`config.mk`:
```
export PLATFORM = sky130hd
export DESIGN_NAME = uart
export DESIGN_NICKNAME = d
export VERILOG_FILES = /design/src/rtl/uart.sv
export SDC_FILE = /design/constraint.sdc
export NUM_CORES = 1
export LEC_CHECK = 0
export ABC_AREA = 1
export BUFFER_PORTS_ARGS = -buffer_cell sky130_fd_sc_hd__buf_2
export CAP_MARGIN = 20
export CORE_MARGIN = 5
export CORE_UTILIZATION = 40
export DETAILED_ROUTE_END_ITERATION = 12
export GPL_TIMING_DRIVEN = 0
export PLACE_DENSITY = 0.55
export SYNTH_ARGS = -nofsm -noshare
export SYNTH_HDL_FRONTEND = slang
export SYNTH_SLANG_ARGS = --single-unit
```
`constraint.sdc`:
```
create_clock -name clk -period 1.83 [get_ports clk]
set_clock_uncertainty 0.15 [all_clocks]
set_input_delay 0.0915 -clock clk [delete_from_list [all_inputs] [get_ports clk]]
set_output_delay 0.0915 -clock clk [all_outputs]
set_load 0.01 [all_outputs]
```
`src/rtl/uart.sv`:
```
// Full-duplex 8N1 UART: byte transmitter driven by trmt, and a receiver
// that presents each good frame on cmd with a rdy flag.
module uart #(
    parameter int BAUD_CYCLES = 2604
) (
    input  logic       clk,
    input  logic       rst_n,
    input  logic       trmt,
    input  logic [7:0] tx_data,
    output logic       TX,
    output logic       tx_done,
    input  logic       RX,
    input  logic       clr_rdy,
    output logic       rdy,
    output logic [7:0] cmd
);

    localparam int CW = (BAUD_CYCLES > 2) ? $clog2(BAUD_CYCLES) : 1;
    localparam logic [CW-1:0] BAUD_LAST = CW'(BAUD_CYCLES - 1);
    localparam logic [CW-1:0] HALF_LAST = CW'(BAUD_CYCLES / 2 - 1);

    localparam logic [0:0] TX_IDLE  = 1'b0;
    localparam logic [0:0] TX_SHIFT = 1'b1;

    localparam logic [1:0] RX_IDLE  = 2'd0;
    localparam logic [1:0] RX_START = 2'd1;
    localparam logic [1:0] RX_DATA  = 2'd2;

    // ---------------- transmitter ----------------
    logic [0:0]    tx_state;
    logic [9:0]    tx_sr;
    logic [CW-1:0] tx_baud;
    logic [3:0]    tx_bit;

    // The register refills with ones, so its LSB doubles as the idle-high line.
    assign TX = tx_sr[0];

    always_ff @(posedge clk or negedge rst_n) begin
        if (!rst_n) begin
            tx_state <= TX_IDLE;
            tx_sr    <= '1;
            tx_baud  <= '0;
            tx_bit   <= '0;
            tx_done  <= 1'b0;
        end else begin
            case (tx_state)
                TX_IDLE: begin
                    if (trmt) begin
                        tx_sr    <= {1'b1, tx_data, 1'b0};
                        tx_baud  <= '0;
                        tx_bit   <= '0;
                        tx_done  <= 1'b0;
                        tx_state <= TX_SHIFT;
                    end
                end
                TX_SHIFT: begin
                    if (tx_baud == BAUD_LAST) begin
                        tx_baud <= '0;
                        tx_sr   <= {1'b1, tx_sr[9:1]};
                        tx_bit  <= tx_bit + 4'd1;
                        if (tx_bit == 4'd9) begin
                            tx_state <= TX_IDLE;
                            tx_done  <= 1'b1;
                        end
                    end else begin
                        tx_baud <= tx_baud + 1'b1;
                    end
                end
                default: tx_state <= TX_IDLE;
            endcase
        end
    end

    // ---------------- receiver ----------------
    logic          rx_meta, rx_sync, rx_prev;
    logic [1:0]    rx_state;
    logic [8:0]    rx_sr;
    logic [CW-1:0] rx_baud;
    logic [3:0]    rx_bit;

    always_ff @(posedge clk or negedge rst_n) begin
        if (!rst_n) begin
            rx_meta <= 1'b1;
            rx_sync <= 1'b1;
            rx_prev <= 1'b1;
        end else begin
            rx_meta <= RX;
            rx_sync <= rx_meta;
            rx_prev <= rx_sync;
        end
    end

    always_ff @(posedge clk or negedge rst_n) begin
        if (!rst_n) begin
            rx_state <= RX_IDLE;
            rx_sr    <= '0;
            rx_baud  <= '0;
            rx_bit   <= '0;
            rdy      <= 1'b0;
            cmd      <= 8'h00;
        end else begin
            if (clr_rdy)
                rdy <= 1'b0;
            case (rx_state)
                RX_IDLE: begin
                    if (rx_prev && !rx_sync) begin
                        rx_state <= RX_START;
                        rx_baud  <= '0;
                    end
                end
                RX_START: begin
                    if (rx_baud == HALF_LAST) begin
                        rx_baud <= '0;
                        if (!rx_sync) begin
                            rx_state <= RX_DATA;
                            rx_bit   <= '0;
                            rdy      <= 1'b0;
                        end else begin
                            rx_state <= RX_IDLE;
                        end
                    end else begin
                        rx_baud <= rx_baud + 1'b1;
                    end
                end
                RX_DATA: begin
                    if (rx_baud == BAUD_LAST) begin
                        rx_baud <= '0;
                        rx_sr   <= {rx_sync, rx_sr[8:1]};
                        rx_bit  <= rx_bit + 4'd1;
                        // Ninth sample is the stop bit; rx_sr[8:1] holds the data byte.
                        if (rx_bit == 4'd8) begin
                            rx_state <= RX_IDLE;
                            if (rx_sync) begin
                                cmd <= rx_sr[8:1];
                                rdy <= 1'b1;
                            end
                        end
                    end else begin
                        rx_baud <= rx_baud + 1'b1;
                    end
                end
                default: rx_state <= RX_IDLE;
            endcase
        end
    end

endmodule

```
==> reports/metrics.csv <==
metric,value,unit
outcome,"finished, final reports clean",
clk_latency,0.35,ns
syn_nets,436,
port_buffers,23,
synth.avg_cell_area,8.43,um2
worst_slew_pin_slew,0.829,ns
async_flop_share,100,%
design_area,4200,um2
netlist_area,3470,um2
synth_top_area_share,38.2,%
area_growth_syn_to_layout,20.9,%
cp-end-kind,register,
die_h,103,um
vias,2754,
final_util,48.8,%
fillers,843,
path_clk_slew,0.08,ns
ys_seq_area_share,47.3,%
crit_end,rx_bit[2]$_DFFE_PN0P_,
leakage,1.90,nW
hp-class,primary input to async pin,
cts_tree,done,
worstRegToRegCells,8,
fp.dieArea,10600,um2
post-route-min-period,1.78,ns
r2r-end,rx_bit[2]$_DFFE_PN0P_,
setup_viol,0,
drv_slew,0,
cp-start-kind,register,
start_util,40.4,%
synth-simple-area-share,25.4,%
layout-drive-gt1-share,25.1,%
synth_edf_count,0,
cp.required,1.96,ns
grt_pass1_vias,2668,
fin_crit_sh,97.1,%
ys.flop_type,dfrtp_1,
synth_area_leaders,"dfrtp_1 38%, nand2_1 12%, dfstp_2 9.1%",
peakVddDrop,0.000455,V
fmax,563,MHz
synth_xor_area_share,3.28,%
place_congestion,0.835,
wl_per_cell,12.2,um
track_usage,14.5,%
htreeDepth,3,
max_slew_margin,44.7,%
drtPass1Iterations,4,
rrSetupSlack,0.05,ns
cts_sinks,65,
yosysMostFrequentCell,nand2_1,
io-pin-count,24,
synth_top_family_by_area,simple AND/OR/NAND/NOR gates,
yosys.area_share.adder,3.96,%
cp-startpoint,rx_state[0]$_DFFE_PN0P_,
rsz0062_at_grt,true,
final_net_count,490,
p_per_area,1010,nW/um2
synth_compound_area_share,11.2,%
antenna_found_initial,0,
timing.setup.tns,0,ns
worstSetupPathType,register to register,
critPathMaxFanout,7,
vias_per_cell,4.76,
arrival,1.91,ns
synthDominantAreaCellType,dfrtp_1,
r2r-start,rx_state[0]$_DFFE_PN0P_,
n_antenna_cell,0,
grt_pass1_wl,12.2,mm
core_area,8590,um2
cts-root-buf,clkbuf_8,
gr-total-overflow,0,
first_iter_violations,86,
yosys-top-cells-count,"110 x nand2_1, 53 x dfrtp_1, 48 x inv_1",
wirelength,7.06,mm
placed_area,3720,um2
drv_cap,0,
drc,0,
rows,34,
ys_types,31,
netlist_instances,412,
cts_buffer_depth,2,
ys_ff_latch,65,
numCtsBuffers,9,
synth_mux_area_share,1.73,%
drtAntennaViolNets,0,
grt_max_degree,66,
hpwl,4.76,mm
die_x,103,um
hold_violations,0,
ys_warn_count,0,
worst min path at each step:
| stage | start | endpoint | slack [ns] | cells past startpoint |
|---|---|---|---|---|
| floorplan | rst_n | cmd[0]$_DFFE_PN0P_ | -0.35 | 0 |
| global placement | RX | rx_meta$_DFF_PN1_ | 0.05 | 1 |
| detailed placement | RX | rx_meta$_DFF_PN1_ | 0.05 | 1 |
| CTS | RX | rx_meta$_DFF_PN1_ | 0.22 | 2 |
| global route | rx_meta$_DFF_PN1_ | rx_sync$_DFF_PN1_ | 0.23 | 0 |
| finish | rst_n | rx_baud[8]$_DFFE_PN0P_ | 0.22 | 2 |
layout by cell type, fill, tap and decap left out, types with 5 or more instances in the layout:
cell type / instances
dfstp_2: 12
dfrtp_1: 52
nand4_1: 9
nor2_1: 37
ha_1: 8
nand3_1: 19
dlygate4sd3_1: 12
buf_4: 11
buf_2: 24
o21ai_0: 23
nor3_1: 6
o21ai_1: 6
o21ai_2: 19
nand2_1: 106
clkbuf_8: 10
o22ai_1: 5
xor2_1: 11
mux2i_1: 6
inv_1: 47
final cells by class:
class | instances | area (um2) | area share [%]
sequential | 65 | 1640 | 39.1
multi-input combinational | 289 | 1640 | 39.1
timing repair buffer | 43 | 298 | 7.10
inverter | 51 | 191 | 4.56
clock buffer | 10 | 138 | 3.28
tap | 108 | 135 | 3.22
clock inverter | 6 | 90.1 | 2.15
buffer | 7 | 58.8 | 1.40
worst max-delay path, stage by stage, from the launching register on:
cell,delay [ns]
dfrtp_1,0.41
inv_1,0.10
ha_2,0.26
inv_1,0.13
o21ai_0,0.27
nand3_2,0.19
inv_1,0.11
nand2_1,0.05
nand2_1,0.06
timing repair:
item / 4_1_cts / 5_1_grt
pin swaps: 0 / 6
resized for setup: 3 / 24
setup buffers: 3 / 5
hold buffers: 12 / 0
hold endpoints to repair: 69 / 0
setup endpoints to repair: 9 / 41
through the flow:
step | setup WS [ns] | hold slack, ns | instances | power (mW)
global route | -0.0733 | 0.232 | 579 | 4.53
detailed placement | -0.0493 | 0.0500 | 543 | 2.74
global placement | -0.0546 | 0.0479 | 543 | 2.73
finish | 0.0529 | 0.221 | 579 | 4.24
floorplan | 0.230 | -0.354 | 412 | 2.49
CTS | 0.0376 | 0.219 | 574 | 4.21
flip-flops by register name (all words and copies together), names as in the netlist, 2 cells and up:
signal	flops
cmd	8
rx_baud	12
rx_state	2
rx_bit	4
tx_bit	4
tx_baud	12
rx_sr	8
tx_sr	9
cell families after synthesis:
| group | after synthesis |
|---|---|
| XOR/XNOR | 13 |
| AO/OA/AOI/OAI | 57 |
| flip-flops | 65 |
| AND/OR/NAND/NOR | 202 |
| adder cells (fa/ha/maj) | 11 |
| multiplexers | 6 |
| buffers and inverters | 58 |
report_power, final:
part	switching (mW)	internal, mW	total, mW
Combinational	0.642	0.381	1.02
Clock	0.605	0.809	1.41
Sequential	0.182	1.62	1.80
Total	1.43	2.81	4.24
layer usage:
layer  routed length [um]  GRT usage (%)
met5                    0              0
met1                 3470           19.4
met3                  217           3.38
met2                 3260           22.9
met4                  117           5.38
Note: power is estimated with default switching activity, not from simulation.
